===== src/rtl/arp_pkg.sv =====
// ARP frame layout, template constants and arp_bus field positions shared by
// the ARP receive matcher and the ARP transmitter.
package arp_pkg;

  localparam logic [5:0] ETHERTYPE_OFF = 6'd12;
  localparam logic [5:0] HTYPE_OFF     = 6'd14;
  localparam logic [5:0] PTYPE_OFF     = 6'd16;
  localparam logic [5:0] HLEN_OFF      = 6'd18;
  localparam logic [5:0] PLEN_OFF      = 6'd19;
  localparam logic [5:0] OPER_OFF      = 6'd20;
  localparam logic [5:0] SHA_OFF       = 6'd22;
  localparam logic [5:0] SPA_OFF       = 6'd28;
  localparam logic [5:0] TPA_OFF       = 6'd38;
  localparam logic [5:0] MIN_LEN       = 6'd42;
  localparam logic [5:0] CNT_MAX       = 6'd63;

  localparam logic [15:0] ETHERTYPE_ARP = 16'h0806;
  localparam logic [15:0] HTYPE_ETH     = 16'h0001;
  localparam logic [15:0] PTYPE_IPV4    = 16'h0800;
  localparam logic [7:0]  HLEN_ETH      = 8'd6;
  localparam logic [7:0]  PLEN_IPV4     = 8'd4;
  localparam logic [7:0]  OPER_REQ      = 8'h01;
  localparam logic [7:0]  OPER_REP      = 8'h02;

  // arp_bus = {ok, strobe, write, data[7:0], idx}; offsets are above the idx field
  localparam int BUS_DATA_OFF   = 0;
  localparam int BUS_WRITE_OFF  = 8;
  localparam int BUS_STROBE_OFF = 9;
  localparam int BUS_OK_OFF     = 10;
  localparam int BUS_FIXED_W    = 11;

  // Fixed header octets up to the high opcode byte; other offsets always pass.
  function automatic logic template_ok(input logic [5:0] cnt, input logic [7:0] d);
    case (cnt)
      ETHERTYPE_OFF:         template_ok = (d == ETHERTYPE_ARP[15:8]);
      ETHERTYPE_OFF + 6'd1:  template_ok = (d == ETHERTYPE_ARP[7:0]);
      HTYPE_OFF:             template_ok = (d == HTYPE_ETH[15:8]);
      HTYPE_OFF + 6'd1:      template_ok = (d == HTYPE_ETH[7:0]);
      PTYPE_OFF:             template_ok = (d == PTYPE_IPV4[15:8]);
      PTYPE_OFF + 6'd1:      template_ok = (d == PTYPE_IPV4[7:0]);
      HLEN_OFF:              template_ok = (d == HLEN_ETH);
      PLEN_OFF:              template_ok = (d == PLEN_IPV4);
      OPER_OFF:              template_ok = (d == 8'h00);
      default:               template_ok = 1'b1;
    endcase
  endfunction

endpackage


===== src/rtl/arp_ip_table.sv =====
// Local IPv4 address table with deferred configuration writes and a per-entry
// target-protocol-address match vector.
module arp_ip_table
  import arp_pkg::*;
#(
  parameter int           N_IP    = 2,
  parameter int           IDX_W   = 2,
  parameter logic [127:0] IP_INIT = {4{8'd192, 8'd168, 8'd7, 8'd2}}
) (
  input  logic             clk,
  input  logic             rst,
  input  logic             h_data,
  input  logic             cfg_we,
  input  logic [IDX_W+1:0] cfg_addr,
  input  logic [7:0]       cfg_data,
  input  logic             start,
  input  logic             cmp_en,
  input  logic [1:0]       cmp_octet,
  input  logic [7:0]       cmp_data,
  output logic [N_IP-1:0]  m
);

  localparam int AW = IDX_W + 2;

  logic          pend_valid_reg;
  logic [AW-1:0] pend_addr_reg;
  logic [7:0]    pend_data_reg;
  logic [N_IP*32-1:0] ip_flat;

  // Writes arriving mid-packet wait here so a packet sees a stable table.
  always_ff @(posedge clk) begin
    if (rst) begin
      pend_valid_reg <= 1'b0;
      pend_addr_reg  <= '0;
      pend_data_reg  <= 8'h00;
    end else if (h_data) begin
      if (cfg_we) begin
        pend_valid_reg <= 1'b1;
        pend_addr_reg  <= cfg_addr;
        pend_data_reg  <= cfg_data;
      end
    end else begin
      pend_valid_reg <= 1'b0;
    end
  end

  genvar gi, gj;
  generate
    for (gi = 0; gi < N_IP; gi++) begin : g_entry
      logic [31:0] word;
      logic        m_bit_reg;

      for (gj = 0; gj < 4; gj++) begin : g_octet
        localparam logic [AW-1:0] ADDR = AW'(gi * 4 + gj);
        logic [7:0] octet_reg;
        logic       direct_we;
        logic       pend_we;

        assign direct_we = cfg_we & ~h_data & (cfg_addr == ADDR);
        assign pend_we   = pend_valid_reg & ~h_data & (pend_addr_reg == ADDR);

        always_ff @(posedge clk) begin
          if (rst)            octet_reg <= IP_INIT[32*gi + 8*(3-gj) +: 8];
          else if (direct_we) octet_reg <= cfg_data;
          else if (pend_we)   octet_reg <= pend_data_reg;
        end

        assign ip_flat[32*gi + 8*(3-gj) +: 8] = octet_reg;
      end

      assign word = ip_flat[32*gi +: 32];

      // Octet 0 is the most significant byte of the word.
      always_ff @(posedge clk) begin
        if (rst)
          m_bit_reg <= 1'b0;
        else if (start)
          m_bit_reg <= 1'b1;
        else if (cmp_en && (word[{~cmp_octet, 3'b000} +: 8] != cmp_data))
          m_bit_reg <= 1'b0;
      end

      assign m[gi] = m_bit_reg;
    end
  endgenerate

endmodule


===== src/rtl/arp_rx_multi.sv =====
// ARP receive matcher: checks the ARP template, matches the target address
// against N_IP local addresses, forwards sender bytes and reports replies.
module arp_rx_multi
  import arp_pkg::*;
#(
  parameter int           N_IP    = 2,
  parameter int           IDX_W   = 2,
  parameter logic [127:0] IP_INIT = {4{8'd192, 8'd168, 8'd7, 8'd2}},
  parameter int           LEARN   = 1
) (
  input  logic              clk,
  input  logic              rst,
  input  logic [7:0]        data,
  input  logic              h_data,
  input  logic              crc_strobe,
  input  logic              crc_ok,
  input  logic              cfg_we,
  input  logic [IDX_W+1:0]  cfg_addr,
  input  logic [7:0]        cfg_data,
  output logic [IDX_W+10:0] arp_bus,
  output logic              learn_strobe,
  output logic [47:0]       learn_mac,
  output logic [31:0]       learn_ip
);

  logic             h_data1_reg;
  logic [5:0]       pack_cnt_reg;
  logic             keep_reg, is_reply_reg, len_ok_reg;
  logic [IDX_W-1:0] idx_reg, idx_next;
  logic [79:0]      sender_reg;
  logic [7:0]       d1_reg, data_reg;
  logic             wr1_reg, write_reg, strobe_reg, ok_reg;
  logic [N_IP-1:0]  m;
  logic             start, in_sender, in_tpa, decide;
  logic [1:0]       cmp_octet;

  assign start     = h_data & ~h_data1_reg;
  assign in_sender = h_data && (pack_cnt_reg >= SHA_OFF) && (pack_cnt_reg <= SPA_OFF + 6'd3);
  assign in_tpa    = h_data && (pack_cnt_reg >= TPA_OFF) && (pack_cnt_reg <= TPA_OFF + 6'd3);
  assign cmp_octet = pack_cnt_reg[1:0] - TPA_OFF[1:0];
  assign decide    = crc_strobe & keep_reg & (|m) & len_ok_reg;

  arp_ip_table #(
    .N_IP    (N_IP),
    .IDX_W   (IDX_W),
    .IP_INIT (IP_INIT)
  ) u_table (
    .clk       (clk),
    .rst       (rst),
    .h_data    (h_data),
    .cfg_we    (cfg_we),
    .cfg_addr  (cfg_addr),
    .cfg_data  (cfg_data),
    .start     (start),
    .cmp_en    (in_tpa),
    .cmp_octet (cmp_octet),
    .cmp_data  (data),
    .m         (m)
  );

  always_comb begin
    idx_next = '0;
    for (int i = N_IP - 1; i >= 0; i--)
      if (m[i]) idx_next = IDX_W'(i);
  end

  always_ff @(posedge clk) begin
    if (rst) begin
      // Treat h_data as already high so a packet cut by reset is never restarted.
      h_data1_reg  <= 1'b1;
      pack_cnt_reg <= 6'd0;
      keep_reg     <= 1'b0;
      is_reply_reg <= 1'b0;
      len_ok_reg   <= 1'b0;
      idx_reg      <= '0;
      sender_reg   <= 80'd0;
      d1_reg       <= 8'h00;
      wr1_reg      <= 1'b0;
      write_reg    <= 1'b0;
      data_reg     <= 8'h00;
      strobe_reg   <= 1'b0;
      ok_reg       <= 1'b0;
    end else begin
      h_data1_reg <= h_data;

      if (!h_data)                    pack_cnt_reg <= 6'd0;
      else if (pack_cnt_reg != CNT_MAX) pack_cnt_reg <= pack_cnt_reg + 6'd1;

      if (start) begin
        keep_reg     <= 1'b1;
        is_reply_reg <= 1'b0;
        len_ok_reg   <= 1'b0;
      end else begin
        if (h_data && !template_ok(pack_cnt_reg, data))
          keep_reg <= 1'b0;
        if (h_data && (pack_cnt_reg == OPER_OFF + 6'd1)) begin
          if (data == OPER_REP)      is_reply_reg <= 1'b1;
          else if (data == OPER_REQ) is_reply_reg <= 1'b0;
          else                       keep_reg     <= 1'b0;
        end
        // The CRC result consumes this packet's decision state.
        if (crc_strobe)
          keep_reg <= 1'b0;
        if (pack_cnt_reg >= MIN_LEN)
          len_ok_reg <= 1'b1;
      end

      if ((pack_cnt_reg == MIN_LEN) && !len_ok_reg)
        idx_reg <= idx_next;

      if (in_sender)
        sender_reg <= {sender_reg[71:0], data};

      d1_reg    <= data;
      wr1_reg   <= in_sender & keep_reg & ~is_reply_reg;
      write_reg <= wr1_reg;
      data_reg  <= wr1_reg ? d1_reg : 8'h00;

      strobe_reg <= decide & ~is_reply_reg;
      ok_reg     <= decide & ~is_reply_reg & crc_ok;
    end
  end

  assign arp_bus = {ok_reg, strobe_reg, write_reg, data_reg, idx_reg};

  generate
    if (LEARN != 0) begin : g_learn
      logic        learn_strobe_reg;
      logic [47:0] learn_mac_reg;
      logic [31:0] learn_ip_reg;
      logic        learn_hit;

      assign learn_hit = decide & is_reply_reg & crc_ok;

      always_ff @(posedge clk) begin
        if (rst) begin
          learn_strobe_reg <= 1'b0;
          learn_mac_reg    <= 48'd0;
          learn_ip_reg     <= 32'd0;
        end else begin
          learn_strobe_reg <= learn_hit;
          if (learn_hit) begin
            learn_mac_reg <= sender_reg[79:32];
            learn_ip_reg  <= sender_reg[31:0];
          end
        end
      end

      assign learn_strobe = learn_strobe_reg;
      assign learn_mac    = learn_mac_reg;
      assign learn_ip     = learn_ip_reg;
    end else begin : g_no_learn
      assign learn_strobe = 1'b0;
      assign learn_mac    = 48'd0;
      assign learn_ip     = 32'd0;
    end
  endgenerate

endmodule

===== config.mk =====
export PLATFORM = sky130hd
export DESIGN_NAME = arp_rx_multi
export DESIGN_NICKNAME = d
export VERILOG_FILES = /design/src/rtl/arp_pkg.sv /design/src/rtl/arp_ip_table.sv /design/src/rtl/arp_rx_multi.sv
export SDC_FILE = /design/constraint.sdc
export NUM_CORES = 1
export LEC_CHECK = 0
export BUFFER_PORTS_ARGS = -buffer_cell sky130_fd_sc_hd__buf_2
export CAP_MARGIN = 20
export CORE_MARGIN = 1
export CORE_UTILIZATION = 35
export DETAILED_ROUTE_END_ITERATION = 8
export PLACE_DENSITY = 0.61
export SYNTH_ARGS = -nofsm -noshare
export SYNTH_HDL_FRONTEND = slang
export SYNTH_SLANG_ARGS = --single-unit

===== constraint.sdc =====
create_clock -name clk -period 2.2 [get_ports clk]
set_clock_uncertainty 0.2 [all_clocks]
set_input_delay 0.66 -clock clk [delete_from_list [all_inputs] [get_ports clk]]
set_output_delay 0.66 -clock clk [all_outputs]
set_load 0.05 [all_outputs]

==> impl_metrics.env, run 1 <==
export IMPL_final_cells=1875
export IMPL_pin_count=120
export IMPL_gp_congestion=0.8767
export IMPL_synth_nets=1368
export IMPL_finalWirelength_microns=29140
export IMPL_synth_fa_ha_area_frac=0.005672
export IMPL_drt_pass1_iterations=7
export IMPL_leakage_uw=0.005130
export IMPL_insertion_delay_ps=550
export IMPL_r2r_setup_slack_ps=100
export IMPL_place_inst=1820
export IMPL_initial_core_util=0.3578
export IMPL_violations="design-rule violations"
export IMPL_grt_max_degree=86
export IMPL_regArea_sq_mm=0.005428
export IMPL_mostFrequentLayoutCells="nand2_1 (396), dfxtp_1 (269), a21oi_1 (199)"
export IMPL_die_w_microns=179.5
export IMPL_final_common_cell="nand2_1"
export IMPL_grt_antenna_before_repair=0
export IMPL_drv_cap=0
export IMPL_place_ws_ps=-262.0
export IMPL_die_area_sq_mm=0.03223
export IMPL_fp_row_count=64
export IMPL_ant_nets=0
export IMPL_layout_drive_gt1_share=0.2008
export IMPL_synth_seq_area_share=0.4919
export IMPL_clockBufferDepth=3
export IMPL_h_tree_depth=1
export IMPL_setup_violations=0
export IMPL_synthDistinctLibCells=56
export IMPL_hold_class="input pin to flop"
export IMPL_drtIter0Drc=648
export IMPL_timing_critical_path_to="u_table.g_entry[1].m_bit_reg"
export IMPL_synth_top_family_by_area="simple AND/OR/NAND/NOR gates"
export IMPL_wl_met3_microns=1574
export IMPL_critPathRequiredTime_ps=2480
export IMPL_final_area_sq_mm=0.01355
export IMPL_grt_remaining_overflow=0
export IMPL_grt_pass1_wl_microns=48200
export IMPL_dp_hpwl_microns=20140
export IMPL_area_growth_pct=22.89
export IMPL_r2r_start="pack_cnt_reg[0]"
export IMPL_cts_setup_buffers=0
export IMPL_syn_mean_instance_area_sq_um=8.249
export IMPL_status="finished, violations left"
export IMPL_cts_buffers_inserted=30
export IMPL_cts_tree="built"
export IMPL_fill_cells=3075
export IMPL_crit_arrival_ps=2390
export IMPL_power_density_mw_per_mm2=772.9
export IMPL_yosys_area_share_simple=0.2349
export IMPL_vias=9520
export IMPL_ys_ff_latch=271
export IMPL_cp_startpoint="pack_cnt_reg[0]"
export IMPL_finalHoldViolations=0
export IMPL_clkTransAtPathRegs_ps=60
export IMPL_placed_area_sq_mm=0.01252
export IMPL_core_area_sq_mm=0.03083
export IMPL_muxShareOfSynthArea=0.06557
export IMPL_diodes=0
export IMPL_largest_reg_flops=80
export IMPL_highest_layer="met4"
export IMPL_synth_compound_area_frac=0.1384
export IMPL_wl_met1_microns=13030
export IMPL_cpMaxStageDelayCell="mux4_2"
export IMPL_fmax_mhz=475.2
export IMPL_synthCells=1337
export IMPL_finalWorstSetupSlack_ps=95.63
export IMPL_multi_input_area_sq_mm=0.005130
export IMPL_synthArstFlopShare=0
export IMPL_synth_main_ff_cell="dfxtp_1"
export IMPL_track_usage=0.1803
export IMPL_slew_viol_final=0
export IMPL_cp_start_kind="flop"
export IMPL_nNetsFinal=1487
export IMPL_cts_sinks=271
export IMPL_grt_pass1_vias=9144
export IMPL_period_needed_ps=2104
export IMPL_syn_area_sq_mm=0.01103
export IMPL_post_cts_resized=0
export IMPL_yosys_area_share_xor_xnor=0.01668
export IMPL_peakVddDrop_uv=564.8
export IMPL_fin_crit_sh=0.9565
export IMPL_cp_slowest_stage_delay_ps=520
export IMPL_crit_type="flop to flop"
export IMPL_portBuffers=118
export IMPL_crit_chain="buf_12, buf_12, mux4_2, xor2_1, nor4_2, a21oi_1, nor3_1"
export IMPL_root_buffer="clkbuf_16"
export IMPL_drcViolationCount=13
export IMPL_end_kind="flop"
export IMPL_die_height_microns=179.5
export IMPL_synth_edf_count=0
export IMPL_crit_path_frequent_cell="buf_12"
export IMPL_ctsHoldBuffers=0
export IMPL_detail_route_wl_per_cell_microns=15.54
export IMPL_viasPerCell=5.077
export IMPL_met2_length_microns=13910
export IMPL_cp_max_fo=11
export IMPL_yosysWarnings=0
export IMPL_r2r_cells=7
export IMPL_rr_endpoint="u_table.g_entry[1].m_bit_reg"
export IMPL_grt_setup_unrepaired="true"
==> worst min path at each step <==
stage                startpoint                       end  slack (ps)  cells after the start
floorplan             d1_reg[0]               data_reg[0]         210                      1
global placement      d1_reg[0]               data_reg[0]         210                      1
detailed placement    d1_reg[7]               data_reg[7]         220                      1
CTS                 cfg_addr[3]  u_table.pend_addr_reg[3]         150                      3
global route        cfg_addr[3]  u_table.pend_addr_reg[3]         160                      3
finish                   crc_ok                    ok_reg         170                      3
==> layer usage <==
| metal | GRT usage | vias to the layer above |
|---|---|---|
| met1 | 0.2355 | 4486 |
| met5 | 0 | - |
| met2 | 0.3072 | 246 |
| met4 | 0.04966 | 0 |
| li1 | - | 4737 |
| met3 | 0.02917 | 51 |
==> stage by stage <==
stage	TNS [ps]	hold slack (ps)	total power [uW]	utilization
3_5_place_dp	-5295	215.9	5523	0.4063
3_3_place_gp	-3000	211.9	5520	0.4063
2_1_floorplan	0	205.7	5347	-
4_1_cts	0	153.1	10590	0.4389
5_1_grt	-2.279	155.1	10890	0.4397
6_report	0	172.5	10480	0.4397
==> cells in the mapped netlist, types with 3 or more instances <==
| cell | number | share of area |
|---|---|---|
| nand2_1 | 397 | 0.14 |
| dfxtp_1 | 271 | 0.49 |
| a21oi_1 | 200 | 0.091 |
| clkbuf_1 | 94 | 0.032 |
| nor2_1 | 85 | 0.029 |
| nand3_1 | 38 | 0.017 |
| mux2i_1 | 34 | 0.031 |
| a311oi_1 | 33 | 0.026 |
| nor2b_1 | 18 | 0.010 |
| or2_2 | 18 | 0.010 |
| xor2_1 | 18 | 0.014 |
| a211oi_1 | 14 | 0.0095 |
| and2_1 | 12 | 0.0068 |
| buf_2 | 11 | 0.0050 |
| mux4_2 | 10 | 0.020 |
| nor4_1 | 7 | 0.0040 |
| mux4_1 | 6 | 0.014 |
| ha_1 | 5 | 0.0057 |
| buf_4 | 4 | 0.0027 |
| inv_1 | 4 | 0.0014 |
| nand4_1 | 4 | 0.0023 |
| nor3_1 | 4 | 0.0018 |
| and3_1 | 3 | 0.0017 |
| buf_1 | 3 | 0.0010 |
| buf_6 | 3 | 0.0031 |
| nand2b_1 | 3 | 0.0017 |
| nand3b_1 | 3 | 0.0020 |
| xnor2_1 | 3 | 0.0024 |
==> worst max-delay path: cells and delay by family (launching register included) <==
kind,cells,cell delay (ps)
muxes,1,520
xor gates and xnor gates,1,170
buffers and inverters,2,260
AOI/OAI and AO/OA,1,120
DFF,1,340
and+or+nand+nor,2,420
==> power by group <==
group	internal, uW	leakage, uW	total, uW	switching [uW]
Clock	3020	0.000500	5060	2040
Sequential	4950	0.00219	4990	42.7
Combinational	163	0.00244	430	267
Total	8130	0.00513	10500	2340
==> area by class of cell <==
class                      count  area share
sequential                   271      0.4004
multi-input combinational    946      0.3785
timing repair buffer         203      0.1092
clock buffer                  40     0.06185
tap                          396     0.03656
clock inverter                15     0.01237
inverter                       4    0.001108
==> cells by family after synthesis <==
group                      Yosys count
muxes                               50
other                                1
and+or+nand+nor                    607
AOI/OAI and AO/OA                  262
xor gates and xnor gates            21
DFF                                271
adders and majority gates            5
buffers and inverters              120
(Power assumes the default switching activity.)
==> run 2, diff against run 1 <==
--- a/config.mk
+++ b/config.mk
@@ -10,7 +10,7 @@
 export CORE_MARGIN = 1
 export CORE_UTILIZATION = 35
 export DETAILED_ROUTE_END_ITERATION = 8
-export PLACE_DENSITY = 0.61
+export PLACE_DENSITY = 0.59
 export SYNTH_ARGS = -nofsm -noshare
 export SYNTH_HDL_FRONTEND = slang
 export SYNTH_SLANG_ARGS = --single-unit
==> constraint.sdc (replaced) <==
create_clock -name clk -period 2.19 [get_ports clk]
set_clock_uncertainty 0.2 [all_clocks]
set_input_delay 0.657 -clock clk [delete_from_list [all_inputs] [get_ports clk]]
set_output_delay 0.657 -clock clk [all_outputs]
set_load 0.05 [all_outputs]
==> impl_metrics.env, run 2 (synthesis results as in run 1) <==
export IMPL_leakage_uw=0.005089
export IMPL_finalSetupTns_ps=0
export IMPL_cts_buffers_inserted=30
export IMPL_drcViolationCount=10
export IMPL_layout_drive_gt1_share=0.2027
export IMPL_diodes=0
export IMPL_insertion_delay_ps=550
export IMPL_place_ws_ps=-211.0
export IMPL_violations="design-rule violations"
export IMPL_p_total_uw=10490
export IMPL_maxSlewHeadroom=0.6368
export IMPL_crit_arrival_ps=2400
export IMPL_grt_setup_unrepaired="true"
export IMPL_fin_crit_sh=0.9718
export IMPL_clkTransAtPathRegs_ps=60
export IMPL_finalWorstSetupSlack_ps=61.83
export IMPL_pin_count=120
export IMPL_fmax_mhz=469.9
export IMPL_peakVddDrop_uv=593.1
export IMPL_period_needed_ps=2128
export IMPL_clockBufferDepth=3
export IMPL_ant_nets=0
export IMPL_worst_pin_slew_ps=543.4
export IMPL_hold_class="input pin to flop"
export IMPL_hold_slack_ps=164.7
export IMPL_largest_reg_flops=80
export IMPL_grt_max_degree=82
export IMPL_portBuffers=118
export IMPL_h_tree_depth=1
export IMPL_grt_pass1_wl_microns=47960
export IMPL_final_common_cell="nand2_1"
export IMPL_grt_remaining_overflow=0
export IMPL_slew_viol_final=0
export IMPL_grt_pass1_vias=9073
export IMPL_cp_max_fo=20
export IMPL_track_usage=0.1803
export IMPL_gp_congestion=0.8604
export IMPL_viasPerCell=5.087
export IMPL_detail_route_wl_per_cell_microns=16.04
export IMPL_dp_hpwl_microns=20000
export IMPL_end_kind="flop"
export IMPL_nNetsFinal=1488
export IMPL_drv_cap=0
export IMPL_finalHoldViolations=0
export IMPL_cp_start_kind="flop"
export IMPL_cts_sinks=271
export IMPL_mostFrequentLayoutCells="nand2_1 (396), dfxtp_1 (269), a21oi_1 (198)"
export IMPL_fp_row_count=64
export IMPL_die_height_microns=179.5
export IMPL_finalWirelength_microns=30100
export IMPL_area_growth_pct=22.47
export IMPL_status="finished, violations left"
export IMPL_power_density_mw_per_mm2=776.8
export IMPL_cts_tree="built"
export IMPL_drt_pass1_iterations=7
export IMPL_setup_violations=0
export IMPL_drtIter0Drc=695
export IMPL_die_w_microns=179.5
export IMPL_root_buffer="clkbuf_16"
export IMPL_grt_antenna_before_repair=0
export IMPL_core_area_sq_mm=0.03083
export IMPL_critPathRequiredTime_ps=2460
export IMPL_vias=9544
export IMPL_post_route_util=0.4381
export IMPL_die_area_sq_mm=0.03223
export IMPL_crit_type="flop to flop"
export IMPL_initial_core_util=0.3578
[run 2: changes by cell type in the layout (fill, tap and decap cells not counted), sizes merged]
cell,delta
buf,-1
clkinv,-3
clkbuf,+5
bufinv,-1
clkinvlp,+1
[run 2: report_power, final]
part / leakage (uW) / internal (uW) / total (uW) / switching (uW)
registers: 0.00219 / 4970 / 5010 / 44.7
clock network: 0.000492 / 3020 / 5050 / 2030
logic: 0.00241 / 163 / 431 / 268
[run 2: final timing paths]
check / start / to / slack (ps) / cells after the start
max: pack_cnt_reg[0] / sender_reg[48] / 60 / 9
min: crc_ok / ok_reg / 160 / 3
max reg2reg: pack_cnt_reg[0] / sender_reg[48] / 60 / 9
min reg2reg: d1_reg[0] / data_reg[0] / 230 / 1
[run 2: metrics by stage]
stage          cells  area [sq um]
6_report        1876         13510
5_1_grt         1876         13510
4_1_cts         1871         13410
3_5_place_dp    1815         12370
3_3_place_gp    1815         12370
2_1_floorplan   1337         11040
[run 2: area by class of cell]
type,count,area (sq um)
clock buffers,43,880.8
clock inverters,12,122.6
fillers,3091,17320
inverters,4,15.01
multi-input cells,946,5115
flip-flops and latches,271,5430
well taps,396,495.5
repair buffers,204,1449
[run 2: critical path, cell delays in order, from the launching register on]
cell and delay [ps]:
dfxtp_4 410, buf_6 150, inv_1 60, ha_2 190, o21a_1 230, o211ai_4 250
buf_12 160, clkbuf_16 190, nand2_1 70, a21oi_1 140
[run 2: what timing repair did]
action / in CTS / in global routing
pin swaps: 0 / 6
setup endpoints to repair: 83 / 80
gates cloned: 1 / 3
hold buffers: 0 / 0
resized for setup: 2 / 16
buffers inserted: 0 / 2
[run 2: routing by layer]
metal  GRT usage  wire (microns)  vias to the layer above
li1            -               -                     4743
met5           0               0                        -
met3     0.02411            1285                       50
met2      0.3119           14710                      219
met1      0.2341           13490                     4532
met4     0.05241             620                        0
==> run 3, diff against run 2 <==
--- a/config.mk
+++ b/config.mk
@@ -5,6 +5,7 @@
 export SDC_FILE = /design/constraint.sdc
 export NUM_CORES = 1
 export LEC_CHECK = 0
+export ABC_AREA = 1
 export BUFFER_PORTS_ARGS = -buffer_cell sky130_fd_sc_hd__buf_2
 export CAP_MARGIN = 20
 export CORE_MARGIN = 1
==> impl_metrics.env, run 3 <==
export IMPL_status="completed"
export IMPL_fp_row_count=65
export IMPL_cts_sinks=271
export IMPL_grt_pass1_vias=9701
export IMPL_fin_crit_sh=0.9553
export IMPL_crit_family="flip-flops"
export IMPL_drtIter0Drc=744
export IMPL_final_area_sq_mm=0.01362
export IMPL_peakVddDrop_uv=563.8
export IMPL_post_route_util=0.4315
export IMPL_die_w_microns=181.1
export IMPL_cp_num_buf_inv=1
export IMPL_synthDistinctLibCells=37
export IMPL_dp_hpwl_microns=21810
export IMPL_synth_compound_area_frac=0.2136
export IMPL_ys_ff_latch=271
export IMPL_grt_max_degree=66
export IMPL_clockBufferDepth=3
export IMPL_area_growth_pct=21.26
export IMPL_fmax_mhz=478.0
export IMPL_finalHoldViolations=0
export IMPL_ant_nets=0
export IMPL_synth_seq_area_share=0.4832
export IMPL_gp_congestion=0.8329
export IMPL_nNetsFinal=1717
export IMPL_synth_fa_ha_area_frac=0.005572
export IMPL_drcViolationCount=0
export IMPL_critPathRequiredTime_ps=1330
export IMPL_synthArstFlopShare=0
export IMPL_diodes=0
export IMPL_muxShareOfSynthArea=0
export IMPL_syn_mean_instance_area_sq_um=7.207
export IMPL_crit_chain="buf_2"
export IMPL_insertion_delay_ps=560
export IMPL_layout_drive_gt1_share=0.1484
export IMPL_vias=10403
export IMPL_ctsHoldBuffers=0
export IMPL_yosysTopAreaCell="dfxtp_1"
export IMPL_crit_type="flop to output port"
export IMPL_cts_setup_buffers=0
export IMPL_synth_edf_count=0
export IMPL_final_common_cell="o21ai_0"
export IMPL_drt_pass1_iterations=5
export IMPL_pin_count=120
export IMPL_finalWirelength_microns=30990
export IMPL_hold_slack_ps=173.3
export IMPL_cpMaxStageDelayCell="dfxtp_1"
export IMPL_detail_route_wl_per_cell_microns=14.71
export IMPL_hold_class="input pin to flop"
export IMPL_cp_slowest_stage_delay_ps=390
export IMPL_mostFrequentLayoutCells="o21ai_0 (281), dfxtp_1 (271), nand2_1 (226)"
export IMPL_portBuffers=118
export IMPL_synth_nets=1589
export IMPL_slew_viol_final=0
export IMPL_crit_arrival_ps=1240
export IMPL_power_density_mw_per_mm2=764.9
export IMPL_synth_top_cell_area_share=0.4832
export IMPL_end_kind="output port"
export IMPL_setup_violations=0
export IMPL_cts_buffers_inserted=30
export IMPL_ys_top_cells_by_area="dfxtp_1 (48%), o21ai_0 (13%), nand2_1 (7.6%), a21oi_1 (7.2%), nor2_1 (6.9%)"
export IMPL_synth_top_family_by_area="compound AO/OA/AOI/OAI gates"
export IMPL_yosys_area_share_xor_xnor=0.001560
export IMPL_grt_setup_unrepaired="false"
export IMPL_grt_remaining_overflow=0
export IMPL_fill_cells=3260
export IMPL_die_height_microns=181.1
export IMPL_h_tree_depth=1
export IMPL_largest_reg_flops=80
export IMPL_initial_core_util=0.3558
export IMPL_yosys_area_share_simple=0.1956
export IMPL_regArea_sq_mm=0.005425
export IMPL_viasPerCell=4.937
export IMPL_track_usage=0.1901
export IMPL_yosys_top_cells_count="o21ai_0 (281), dfxtp_1 (271), nand2_1 (226)"
export IMPL_synthCells=1558
export IMPL_post_cts_resized=0
export IMPL_cts_tree="built"
export IMPL_syn_area_sq_mm=0.01123
export IMPL_multi_input_area_sq_mm=0.004687
export IMPL_grt_antenna_before_repair=0
export IMPL_period_needed_ps=2092
export IMPL_placed_area_sq_mm=0.01265
export IMPL_clkTransAtPathRegs_ps=50
export IMPL_grt_pass1_wl_microns=50680
export IMPL_synthMostInstantiatedCell="o21ai_0"
export IMPL_root_buffer="clkbuf_16"
export IMPL_cp_start_kind="flop"
export IMPL_leakage_uw=0.005766
export IMPL_drv_cap=0
export IMPL_core_area_sq_mm=0.03156
export IMPL_cp_max_fo=2
export IMPL_synth_main_ff_cell="dfxtp_1"
export IMPL_yosysWarnings=0
export IMPL_die_area_sq_mm=0.03280
-- run 3: cell families (layout without fill, tap and decap cells) --
logic type | count (synthesis) | count (layout)
and+or+nand+nor | 537 | 537
other | 1 | 1
xor gates and xnor gates | 2 | 2
AOI/OAI and AO/OA | 467 | 467
adders and majority gates | 5 | 5
buffers and inverters | 275 | 422
DFF | 271 | 271
-- run 3: where the power goes --
part	total (uW)	leakage, uW	switching, uW	internal, uW
Combinational	574	0.00311	387	186
Clock	4830	0.000467	2010	2820
Sequential	5010	0.00219	28.1	4980
-- run 3: worst paths after layout --
kind                         from                      endpoint  slack [ps]  depth (start not counted)
setup / recovery     learn_ip[31]                  learn_ip[31]         100                          1
hold / removal             crc_ok                        ok_reg         170                          2
setup reg to reg  pack_cnt_reg[1]  u_table.g_entry[0].m_bit_reg         190                         12
hold reg to reg         d1_reg[1]                   data_reg[1]         210                          2
-- run 3: area by class of cell --
| cell class | count | area share |
|---|---|---|
| clock inverter | 11 | 0.008271 |
| inverter | 182 | 0.05073 |
| tap | 402 | 0.03694 |
| clock buffer | 40 | 0.06230 |
| timing repair buffer | 189 | 0.09906 |
| sequential | 271 | 0.3985 |
| multi-input combinational | 1012 | 0.3442 |
-- run 3: worst register-to-register path: stages (launching register included) --
cell and delay (ps):
dfxtp_1 370, inv_1 240, buf_12 200, nand3_1 180
nand2_1 120, nand2_1 60, nand2_1 50, nand2_1 50
nor2_1 160, nand2_1 100, nand2_1 70, nand2_1 50
a21oi_1 100
-- run 3: metrics by stage --
stage / TNS [ps] / power [uW] / setup slack (ps) / instances
finish: 0 / 10410 / 97.81 / 2107
global route: 0 / 10830 / 10.33 / 2107
CTS: 0 / 10530 / 73.49 / 2107
detailed placement: -21.73 / 5684 / -18.13 / 2056
global placement: 0 / 5678 / 30.59 / 2056
floorplan: 0 / 5452 / 91.17 / 1558
-- run 3: per-layer routing --
metal | part of all wire | GRT usage | up-vias | wire length, microns
li1 | - | - | 5312 | -
met1 | 0.46 | 0.2534 | 4753 | 14310
met2 | 0.46 | 0.3175 | 282 | 14330
met3 | 0.050 | 0.02822 | 56 | 1555
met4 | 0.025 | 0.05492 | 0 | 790
met5 | 0 | 0 | - | 0
